## src/rtl/ser_pkg.sv

```systemverilog
// Shared types and sizing for the stream serializer.
// Bit-counter width leaves room for the extra parity position (SER_PARITY_EN).
package ser_pkg;

   typedef enum logic {
      IDLE  = 1'b0,
      SHIFT = 1'b1
   } state_t;

   localparam int DEF_WIDTH = 32;
   localparam int DEF_CNT_W = 16;

   function automatic int bitcnt_w(input int width);
      return $clog2(width + 1);
   endfunction

   localparam int DEF_BITCNT_W = bitcnt_w(DEF_WIDTH);

endpackage

```

## src/rtl/ser_pend_slot.sv

```systemverilog
// One-entry holding register with valid flag; take and load may coincide.
// Reusable as a skid slot in front of any single-word consumer.
module ser_pend_slot
   import ser_pkg::*;
#(
   parameter int WIDTH = DEF_WIDTH
) (
   input  logic             i_clk,
   input  logic             i_rst,
   input  logic             i_load,
   input  logic [WIDTH-1:0] i_data,
   input  logic             i_take,
   output logic [WIDTH-1:0] o_data,
   output logic             o_valid,
   output logic             o_ready
);

   logic [WIDTH-1:0] data_q, data_d;
   logic             valid_q, valid_d;

   always_comb begin
      data_d  = data_q;
      valid_d = valid_q;
      if (i_take) valid_d = 1'b0;
      if (i_load) begin
         data_d  = i_data;
         valid_d = 1'b1;
      end
   end

   always_ff @(posedge i_clk) begin
      if (!i_rst) begin
         data_q  <= '0;
         valid_q <= 1'b0;
      end else begin
         data_q  <= data_d;
         valid_q <= valid_d;
      end
   end

   assign o_data  = data_q;
   assign o_valid = valid_q;
   assign o_ready = ~valid_q;

endmodule

```

## src/rtl/stream_serializer.sv

```systemverilog
// Parallel-to-serial front end: WIDTH-bit words in, MSB-first bit stream out.
// Build option SER_PARITY_EN appends an even-parity bit after each word.
//
//   state | meaning
//   IDLE  | nothing shifting, o_a_valid low
//   SHIFT | emitting bit bitcnt of the loaded word (or its parity bit)
module stream_serializer
   import ser_pkg::*;
#(
   parameter int WIDTH = DEF_WIDTH,
   parameter int CNT_W = DEF_CNT_W
) (
   input  logic             i_clk,
   input  logic             i_rst,
   input  logic [WIDTH-1:0] i_word,
   input  logic             i_word_valid,
   output logic             o_word_ready,
   output logic             o_a,
   output logic             o_a_valid,
   output logic             o_last,
   output logic             o_busy,
   output logic [CNT_W-1:0] o_words_sent
);

   localparam int BC_W = bitcnt_w(WIDTH);
`ifdef SER_PARITY_EN
   localparam bit PAR_EN   = 1'b1;
   localparam int LAST_IDX = WIDTH;
`else
   localparam bit PAR_EN   = 1'b0;
   localparam int LAST_IDX = WIDTH - 1;
`endif
   localparam logic [BC_W-1:0] LAST_CNT = BC_W'(LAST_IDX);
   localparam logic [BC_W-1:0] PAR_CNT  = BC_W'(WIDTH);

   state_t           state_q, state_d;
   logic [WIDTH-1:0] shift_q, shift_d;
   logic [BC_W-1:0]  bitcnt_q, bitcnt_d;
   logic             par_q, par_d;
   logic             a_q, a_d;
   logic             a_valid_q, a_valid_d;
   logic             last_q, last_d;
   logic             busy_q, busy_d;
   logic [CNT_W-1:0] words_q, words_d;

   logic             pend_load, pend_take, pend_valid, pend_ready;
   logic [WIDTH-1:0] pend_data;
   logic             xfer, at_last;

   ser_pend_slot #(.WIDTH(WIDTH)) u_pend (
      .i_clk   (i_clk),
      .i_rst   (i_rst),
      .i_load  (pend_load),
      .i_data  (i_word),
      .i_take  (pend_take),
      .o_data  (pend_data),
      .o_valid (pend_valid),
      .o_ready (pend_ready)
   );

   assign o_word_ready = i_rst & pend_ready;

   always_comb begin
      state_d   = state_q;
      shift_d   = shift_q;
      bitcnt_d  = bitcnt_q;
      par_d     = par_q;
      words_d   = words_q;
      pend_load = 1'b0;
      pend_take = 1'b0;
      xfer      = i_word_valid & o_word_ready;
      at_last   = (state_q == SHIFT) && (bitcnt_q == LAST_CNT);

      case (state_q)
         IDLE: begin
            if (xfer) begin
               state_d  = SHIFT;
               shift_d  = i_word;
               par_d    = ^i_word;
               bitcnt_d = '0;
            end
         end
         SHIFT: begin
            if (at_last) begin
               words_d  = words_q + 1'b1;
               bitcnt_d = '0;
               // Pending word wins over a same-edge bypass; both keep the stream gapless.
               if (pend_valid) begin
                  shift_d   = pend_data;
                  par_d     = ^pend_data;
                  pend_take = 1'b1;
               end else if (xfer) begin
                  shift_d = i_word;
                  par_d   = ^i_word;
               end else begin
                  state_d = IDLE;
               end
            end else begin
               shift_d  = {shift_q[WIDTH-2:0], 1'b0};
               bitcnt_d = bitcnt_q + 1'b1;
               pend_load = xfer;
            end
         end
         default: state_d = IDLE;
      endcase

      a_valid_d = (state_d == SHIFT);
      a_d       = a_valid_d & ((PAR_EN && bitcnt_d == PAR_CNT) ? par_d : shift_d[WIDTH-1]);
      last_d    = a_valid_d && (bitcnt_d == LAST_CNT);
      busy_d    = a_valid_d | (pend_valid & ~pend_take) | pend_load;
   end

   always_ff @(posedge i_clk) begin
      if (!i_rst) begin
         state_q   <= IDLE;
         shift_q   <= '0;
         bitcnt_q  <= '0;
         par_q     <= 1'b0;
         a_q       <= 1'b0;
         a_valid_q <= 1'b0;
         last_q    <= 1'b0;
         busy_q    <= 1'b0;
         words_q   <= '0;
      end else begin
         state_q   <= state_d;
         shift_q   <= shift_d;
         bitcnt_q  <= bitcnt_d;
         par_q     <= par_d;
         a_q       <= a_d;
         a_valid_q <= a_valid_d;
         last_q    <= last_d;
         busy_q    <= busy_d;
         words_q   <= words_d;
      end
   end

   assign o_a          = a_q;
   assign o_a_valid    = a_valid_q;
   assign o_last       = last_q;
   assign o_busy       = busy_q;
   assign o_words_sent = words_q;

endmodule
```

## config.mk

```make
export PLATFORM = sky130hd
export DESIGN_NAME = stream_serializer
export DESIGN_NICKNAME = d
export VERILOG_FILES = /design/src/rtl/ser_pkg.sv /design/src/rtl/ser_pend_slot.sv /design/src/rtl/stream_serializer.sv
export SDC_FILE = /design/constraint.sdc
export NUM_CORES = 1
export LEC_CHECK = 0
export CAP_MARGIN = 20
export CORE_MARGIN = 5
export CORE_UTILIZATION = 28
export CTS_BUF_LIST = sky130_fd_sc_hd__clkbuf_16
export DETAILED_ROUTE_END_ITERATION = 10
export GPL_ROUTABILITY_DRIVEN = 0
export PLACE_DENSITY = 0.51
export SYNTH_ARGS = -nofsm -noshare
export SYNTH_HDL_FRONTEND = slang
export SYNTH_SLANG_ARGS = --single-unit
```

## constraint.sdc

```tcl
create_clock -name i_clk -period 2.7 [get_ports i_clk]
set_clock_uncertainty 0.05 [all_clocks]
set_input_delay 0.54 -clock i_clk [delete_from_list [all_inputs] [get_ports i_clk]]
set_output_delay 0.54 -clock i_clk [all_outputs]
set_load 0.01 [all_outputs]
```

==> results by group <==
Synthesis
  • Total standard cell area after synthesis: 0.00411 mm^2
  • Biggest area consumer among synthesized cells: sky130_fd_sc_hd__dfxtp_1
  • Biggest area contributors in the synthesized netlist: sky130_fd_sc_hd__dfxtp_1, sky130_fd_sc_hd__nand2_1, sky130_fd_sc_hd__mux2_2
  • Portion of the post-synthesis area used by sequential elements: 0.439
  • Yosys warns: 0
  • Main flop type after synthesis: sky130_fd_sc_hd__dfxtp_1
  • Syn avg cell area: 8.20 um^2
  • Post-synthesis register bit count: 90
  • Fraction of synthesis flops using an asynchronous set or reset pin: 0
  • Count of flip-flops with a built-in enable after synthesis: 0
  • Mapped Cells: 501
  • Top cell type's share of synthesized area: 0.439
  • Synth cell types: 40
  • Post-synthesis net count: 538

Cells and area
  • Net count of the finished layout: 573
  • Most frequent standard cell in the layout excluding fill and tap cells: sky130_fd_sc_hd__nand2_1
  • Area growth from synthesis to layout: 24.8%
  • Leading cell types in the layout, fill and taps excluded: sky130_fd_sc_hd__nand2_1, sky130_fd_sc_hd__dfxtp_1, sky130_fd_sc_hd__clkdlybuf4s50_1, sky130_fd_sc_hd__nand3_1, sky130_fd_sc_hd__o21ai_0
  • Final design area excluding fillers: 0.00512 mm^2
  • Share of cells above drive strength 1: 0.109
  • Antenna cells: 0

Timing
  • Tcrit/Tclk final: 0.932
  • RSZ-0062 raised after global routing: no
  • Summed negative setup slack over all endpoints: 0 ns
  • Time the worst path needs with I/O delays and setup: 2.52 ns
  • Min Hold Slack: 0.410 ns
  • Pin slew with the least headroom to its limit: 0.706 ns
  • Relative slew margins: 0.529
  • Fmax: 0.398 GHz
  • Endpoints failing hold: 0
  • Setup-failing EPs final: 0
  • Final Max Tran Viols: 0
  • Least setup slack across all paths after layout: 0.185 ns

Setup path
  • Worst Setup Path Type: in -> out
  • Sort of element at the end of the critical path: output pin
  • Maximum fanout encountered on the critical timing path: 2
  • Critical R2R Launch: bitcnt_q[0]
  • Crit start category: input pin
  • Data arrival at the endpoint of the critical path: 1.93 ns
  • Start point of the critical path: i_rst
  • Required time at the endpoint of the critical path: 2.11 ns

Routing
  • Routed wire length: 10.8 mm
  • Number of nets with antenna violations after routing: 0
  • Detailed Routing Iterations Pass 1: 4
  • Detailed-route wire length per cell: 14.8 um
  • Post-route DRC: 0
  • Total via count after detailed routing: 3663
  • DR iter-0 viols: 215
  • Number of vias per cell after detailed routing: 5.05

Placed design
  • Post-placement setup slack: 0.190 ns
  • Area after DPL: 0.00487 mm^2
  • Port bufs: 55
  • HPWL after DPL: 6.60 mm

CTS
  • Root Buffer Master: sky130_fd_sc_hd__clkbuf_16
  • CTS tree: done
  • Maximum root-to-sink buffer count: 2
  • Source-to-sink clock delay at the later pin of the worst-skew pair: 0.34 ns
  • CTS sink count: 90
  • Cts-stage hold buffer count: 0
  • Number of buffers created by CTS: 9
  • Number of gates resized after CTS: 0
  • Clock slew at reported path FFs: 0.06 ns
  • CTS H-tree lvls: 3
  • Number of setup buffers added after CTS: 0

Global routing
  • Total global-route track usage: 0.128
  • Largest net degree at the start of global routing: 69
  • Global-route wire length before repair: 18.3 mm
  • Sum of overflow across all layers after global routing: 0
  • Initial antenna violation count: 0
  • Number of global-route vias before repair: 3609

Hold path
  • Worst hold-check path type: reg -> reg
  • HP Start: u_pend.o_data[19]

Die
  • Initial standard-cell utilization of the core: 0.284
  • Die area: 0.0172 mm^2
  • I/O pin count: 56
  • Height of the chip: 131 um
  • Horizontal die dimension: 131 um
  • Number of standard-cell rows in the floorplan: 44
  • Core region area: 0.0145 mm^2

Pwr
  • Leakage power figure: 1.71 nW
  • Switching share of power: 0.244
  • Proportion of power drawn by combinational gates: 0.103
  • Sequential share of power: 0.502
  • Highest ir drop seen on vdd: 0.000312 V
  • Power density over the cells: 548 mW/mm^2
  • Internal cell power: 2.12 mW
  • Net Sw Power: 0.684 mW
  • Part of the power in the clock network: 0.395

Status
  • Run status: finished clean

Flow run
  • Max-cap violations: 0
routing by layer:
layer | part of all wire | GRT usage | up-vias
met5 | 0 | 0 | -
met4 | 0.017 | 0.0433 | 0
met3 | 0.045 | 0.0398 | 12
met2 | 0.45 | 0.194 | 80
met1 | 0.49 | 0.172 | 1715
li1 | - | - | 1856
kinds of logic after synthesis:
family                     count (synthesis)  synth area share
and+or+nand+nor                          219             0.257
muxes                                     34            0.0914
adders and majority gates                  2           0.00609
buffers and inverters                     50            0.0475
DFF                                       90             0.439
xor gates and xnor gates                   9            0.0192
AOI/OAI and AO/OA                         97             0.140
registers in the layout, summed over array words and instances (netlist names):
signal	cells
bitcnt_q	6
o_a	1
o_a_valid	1
o_busy	1
o_last	1
o_words_sent	16
shift_q	31
u_pend.o_data	32
u_pend.o_valid	1
Yosys cell counts (all sizes together), types with 3 or more instances:
cell,number
inv,6
o21ai,37
a21oi,16
xnor2,7
clkbuf,35
nor2,13
nand2,104
mux2,28
or3,6
mux2i,6
a221oi,3
nand3,37
o31ai,6
dfxtp,90
a31oi,29
nand2b,5
nor3,4
nand4,33
buf,9
or4,5
stage by stage:
stage / instances / utilization / power [mW]
floorplan: 501 / - / 1.60
global placement: 709 / 0.336 / 1.72
detailed placement: 709 / 0.336 / 1.73
CTS: 725 / 0.354 / 2.85
global route: 725 / 0.354 / 2.93
finish: 725 / 0.354 / 2.81
power by group through the flow:
stage | clock network, mW | registers, mW | logic, mW
3_3_place_gp | 0 | 1.44 | 0.288
2_1_floorplan | 0 | 1.43 | 0.174
3_5_place_dp | 0 | 1.44 | 0.293
5_1_grt | 1.20 | 1.41 | 0.321
4_1_cts | 1.14 | 1.41 | 0.294
6_report | 1.11 | 1.41 | 0.291
layout make-up:
| cell class | instances | area (um^2) |
|---|---|---|
| inverters | 6 | 22.5 |
| clock buffers | 9 | 225 |
| flip-flops and latches | 90 | 1800 |
| fillers | 1492 | 9350 |
| clock inverters | 7 | 28.8 |
| well taps | 184 | 230 |
| multi-input cells | 361 | 2130 |
| repair buffers | 68 | 686 |
critical path, cell delays in order:
cell and delay, ns:
sky130_fd_sc_hd__clkdlybuf4s50_1 0.54, sky130_fd_sc_hd__inv_1 0.08, sky130_fd_sc_hd__nor2_1 0.19, sky130_fd_sc_hd__clkdlybuf4s50_1 0.58
final timing paths:
path	end	slack (ns)	cells past startpoint
max	o_word_ready	0.18	4
min	u_pend.o_data[19]	0.41	2
max reg2reg	o_words_sent[15]	0.54	5
min reg2reg	u_pend.o_data[19]	0.41	2
No activity file was read; power rests on OpenSTA's default activity.
==> RTL edit 1: new RTL, config.mk and constraints unchanged <==
Make the reset (`i_rst`) asynchronous in 2 clocked blocks.
--- a/src/rtl/ser_pend_slot.sv
+++ b/src/rtl/ser_pend_slot.sv
@@ -28,7 +28,7 @@
       end
    end
 
-   always_ff @(posedge i_clk) begin
+   always_ff @(posedge i_clk or negedge i_rst) begin
       if (!i_rst) begin
          data_q  <= '0;
          valid_q <= 1'b0;
--- a/src/rtl/stream_serializer.sv
+++ b/src/rtl/stream_serializer.sv
@@ -110,7 +110,7 @@
       busy_d    = a_valid_d | (pend_valid & ~pend_take) | pend_load;
    end
 
-   always_ff @(posedge i_clk) begin
+   always_ff @(posedge i_clk or negedge i_rst) begin
       if (!i_rst) begin
          state_q   <= IDLE;
          shift_q   <= '0;
Formal check against the unedited RTL: differs if i_rst is asserted again (counterexample within 4 cycles, from zero or initial values and one cycle with i_rst low); with i_rst held inactive, the same outputs for 10 cycles.
==> RTL edit 1 against the unedited design <==
Wire length decreased by 12%. Critical path type is now flop to output pin. Hold slack got worse by 0.38 ns. Non-clock buffer count decreased by 2. Sequential cell count unchanged. Critical path depth decreased by 3. Worst setup slack improved by 0.35 ns. Maximum frequency increased by 16%. Die area increased by 0.25%. Synthesized area increased by 0.27%. Register-to-register slack improved by 0.03 ns. Final area increased by 0.22%.
Power is not compared: it rests on default switching activity, and its combinational part moved more than twofold at a synthesized area within 25%.
==> RTL edit 1: results (changes against the unedited design) <==
Status
  • Status: finished, final reports clean

Synth
  • Sequential area share after synthesis: 0.547 (+0.108)
  • Ranking of synthesized cells by area: dfrtp_1 55%, o221a_2 8.2%, mux2_2 7.9%
  • Mapped Avg Cell Area: 11.4 um^2 (+40%)
  • Synth cell count leaders: 90 x dfrtp_1, 77 x nand2_1, 40 x nand3_1
  • Syn nets: 397 (-26%)
  • Synth async-reset ratio: 1.00 (+1.00)
  • Yosys cell types: 43 (+7.5%)

Routing
  • Drt via density: 4.83 (-4.4%)
  • Final WL: 9.44 mm (-12%)
  • DR vias: 2,902 (-21%)
  • First-iteration detailed-routing DRC count: 112 (-48%)

GRT
  • Largest net degree at the start of global routing: 74 (+7.2%)
  • First-pass GRT wire length: 15.8 mm (-14%)
  • Total Routing Usage GR: 0.111 (-0.0163)

Critical path
  • R2R Path End: u_pend.o_data[11]
  • Critical path data arrival time: 1.58 ns (-0.35 ns)
  • Worst r2r path cells: 6 (+1)
  • Setup crit start: o_a_valid
  • Setup crit end: o_a_valid
  • Crit Path Max Fanout: 12 (+10)
  • Max incr delay on CP: 0.63 ns (+0.05 ns)
  • Reg2reg setup slack: 0.57 ns (+0.03 ns)
  • Crit Reg-Reg Startpoint: bitcnt_q[0]

Min path
  • HP Class: input pin to async pin

Final layout
  • Share of layout cells above drive strength 1: 0.213 (+0.104)
  • # fillers: 1,444 (-3.2%)
  • Nets@finish: 450 (-21%)

Clock network
  • Postcts setup bufs: 0 (unchanged)

Placed design
  • Dpl hpwl: 6.17 mm (-6.5%)

Timing
  • Rel. slew slack: 0.371 (-0.158)
==> RTL edit 1: cell count changes in the layout (fill, tap and decap cells not counted), sizes merged, moves of 5 or more <==
cell	unedited run	this run
dfrtp	0	90
dfxtp	90	0
o21ai	37	5
o221a	0	30
nand4	33	5
a31oi	29	2
nand2	104	77
a21oi	16	3
nor2	13	3
inv	8	2
or3	6	0
xnor2	7	13
mux2	28	33
o31ai	6	1
==> RTL edit 1: worst min-delay path by stage <==
stage           from           endpoint  slack (ns)
3_3_place_gp   i_rst             o_busy        0.38
2_1_floorplan  i_rst        bitcnt_q[0]        0.19
3_5_place_dp   i_rst  u_pend.o_data[30]        0.39
5_1_grt        i_rst             o_busy        0.04
4_1_cts        i_rst  u_pend.o_data[30]        0.02
6_report       i_rst             o_busy        0.03
==> RTL edit 1: metal layers <==
metal | vias up | wire, um | share of wire | global-route usage
met1 | 1423 | 4440 | 0.47 | 0.145
li1 | 1414 | - | - | -
met3 | 12 | 405 | 0.043 | 0.0271
met2 | 53 | 4420 | 0.47 | 0.176
met5 | - | 0 | 0 | 0
met4 | 0 | 170 | 0.018 | 0.0474
==> RTL edit 1: cell type report <==
| cell class | count | share of cell area |
|---|---|---|
| inverter | 1 | 0.000731 |
| tap | 184 | 0.0448 |
| timing repair buffer | 66 | 0.125 |
| sequential | 90 | 0.438 |
| clock inverter | 6 | 0.00974 |
| multi-input combinational | 245 | 0.337 |
| clock buffer | 9 | 0.0438 |
==> RTL edit 1: per-stage QoR <==
step / worst slack [ns] / util / power [W] / instance area, um^2 / hold WS [ns]
finish: 0.534 / 0.355 / 0.00502 / 5140 / 0.0291
global placement: 0.590 / 0.336 / 0.00381 / 4860 / 0.381
detailed placement: 0.550 / 0.336 / 0.00387 / 4860 / 0.385
global route: 0.430 / 0.355 / 0.00535 / 5140 / 0.0395
CTS: 0.524 / 0.355 / 0.00509 / 5140 / 0.0207
floorplan: 0.830 / - / 0.00342 / 4120 / 0.194
==> RTL edit 1: cell families after synthesis <==
logic type	Yosys count	synth area share
AOI/OAI and AO/OA	47	0.112
buffers and inverters	25	0.0349
muxes	35	0.0951
and+or+nand+nor	144	0.169
adders and majority gates	2	0.00607
xor gates and xnor gates	17	0.0361
DFF	90	0.547
==> RTL edit 1: power groups by stage <==
stage               Combinational, W  Sequential [W]  Clock, W
global placement             0.00151         0.00230         0
CTS                          0.00155         0.00230   0.00124
detailed placement           0.00155         0.00231         0
floorplan                    0.00123         0.00219         0
global route                 0.00171         0.00237   0.00127
finish                       0.00153         0.00230   0.00119
==> RTL edit 2: new RTL, same flow settings <==
Made on the original files. Build with the macro `SER_PARITY_EN` defined.
--- a/src/rtl/stream_serializer.sv
+++ b/src/rtl/stream_serializer.sv
@@ -4,6 +4,8 @@
 //   state | meaning
 //   IDLE  | nothing shifting, o_a_valid low
 //   SHIFT | emitting bit bitcnt of the loaded word (or its parity bit)
+`define SER_PARITY_EN
+
 module stream_serializer
    import ser_pkg::*;
 #(
Check against the original RTL: same outputs for any inputs over 10 cycles, from zero or initial values and one cycle with i_rst low; that may be too few to reach the edited logic, so the function may still have changed.
==> RTL edit 2 against the unedited design <==
Maximum frequency rose by 3.1%. Sequential share of layout area fell by 2.8 points. Synthesized area is 11% higher. Die area up 10%. Worst setup slack gained 0.076 ns. Wire length grew 13%. Final area up 11%. Sequential cell count increased by 2.
Power is not compared: it rests on default switching activity, and its combinational part moved more than twofold at a synthesized area within 25%.
==> RTL edit 2: results (changes against the unedited design) <==
Critical path
  • Max incr delay on CP: 0.58 ns (about the same)
  • Crit Path Max Fanout: 3 (+1)
  • Critical path data arrival time: 1.85 ns (-0.08 ns)

Final layout
  • Signal buffers: 72 (+5.9%)
  • Sequential cell area: 0.00184 mm^2 (+2.2%)
  • Non-clk buf share: 0.126 (-0.00788)
  • Share of layout cells above drive strength 1: 0.0640 (-0.0451)
  • Nets@finish: 627 (+9.4%)
  • Footprint of the multi-input gates: 0.00253 mm^2 (+19%)
  • Clock buffer count: 9 (unchanged)
  • Clk tree area frac: 0.0515 (+0.00195)
  • # fillers: 1,602 (+7.4%)
  • Comb_multi_in: 405 (+12%)
  • Area growth syn-to-layout: 24.9% (about the same)
  • Invs w/o clock: 9 (+3)

Floorplanning
  • Core area: 0.0159 mm^2 (+10%)

Placed design
  • Place WS: 0.143 ns (-0.0467 ns)
  • Placed cell areas: 0.00539 mm^2 (+11%)
  • Dpl cells: 794 (+12%)
  • Dpl hpwl: 8.33 mm (+26%)
  • Port buffer count: 55 (unchanged)

Clock network
  • Postcts setup bufs: 0 (unchanged)
  • TritonCTS Sinks: 92 (+2.2%)
  • H-Tree Level Count: 3 (unchanged)

Status
  • Status: finished, final reports clean

Timing
  • Hold Fails Final Rpt: 0 (unchanged)
  • Slew of the pin with the lowest slew margin: 0.872 ns (+0.166 ns)

Synth
  • Mapped Avg Cell Area: 8.45 um^2 (+3.0%)
  • Yosys cell types: 43 (+7.5%)
  • Synth async-reset ratio: 0 (unchanged)
  • Most frequent cell after synthesis: dfxtp_1
  • Ranking of synthesized cells by area: dfxtp_1 40%, xnor2_1 12%, mux2i_1 7.3%
  • Ys flop type: dfxtp_1
  • Sequential area share after synthesis: 0.405 (-0.0340)
  • Syn nets: 577 (+7.2%)
  • Synth cell count leaders: 92 x dfxtp_1, 79 x nor2_1, 75 x nand2_1

Routing
  • DR vias: 3,893 (+6.3%)
  • First-iteration detailed-routing DRC count: 165 (-23%)
  • Drt first pass iters: 4 (unchanged)
  • Metal3 WL: 598 um (+24%)
  • Drt via density: 4.81 (-4.9%)
  • Final WL: 12.1 mm (+13%)
  • Met2 wire length: 5.50 mm (+15%)
  • Met1 WL: 5.79 mm (+9.7%)

GRT
  • Met1 Usage GRT: 0.181 (+0.00913)
  • Largest net degree at the start of global routing: 80 (+16%)
  • GRT met3 Usage: 0.0299 (-0.00981)
  • Met2 usage: 0.213 (+0.0190)
  • Total Routing Usage GR: 0.135 (+0.00720)
  • First-pass GRT wire length: 20.2 mm (+10%)
[RTL edit 2: final timing paths]
check	end	depth (start not counted)	slack (ns)	from
hold reg to reg	shift_q[19]	2	0.43	shift_q[19]
hold / removal	shift_q[19]	2	0.43	shift_q[19]
setup / recovery	o_word_ready	4	0.26	i_rst
setup reg to reg	o_a	6	0.50	o_a_valid
[RTL edit 2: power groups by stage]
stage	clock [W]	combinational [W]	sequential, W
3_5_place_dp	0	0.000599	0.00150
2_1_floorplan	0	0.000415	0.00148
5_1_grt	0.00135	0.000656	0.00148
4_1_cts	0.00128	0.000603	0.00147
3_3_place_gp	0	0.000599	0.00150
6_report	0.00125	0.000597	0.00147
[RTL edit 2: kinds of logic after synthesis]
| family | count (synthesis) | synth area share |
|---|---|---|
| compound gates | 104 | 0.149 |
| flops | 92 | 0.405 |
| xor+xnor | 75 | 0.144 |
| simple gates | 190 | 0.180 |
| mux | 33 | 0.0726 |
| buf+inv | 42 | 0.0412 |
| fa+ha+maj | 3 | 0.00825 |
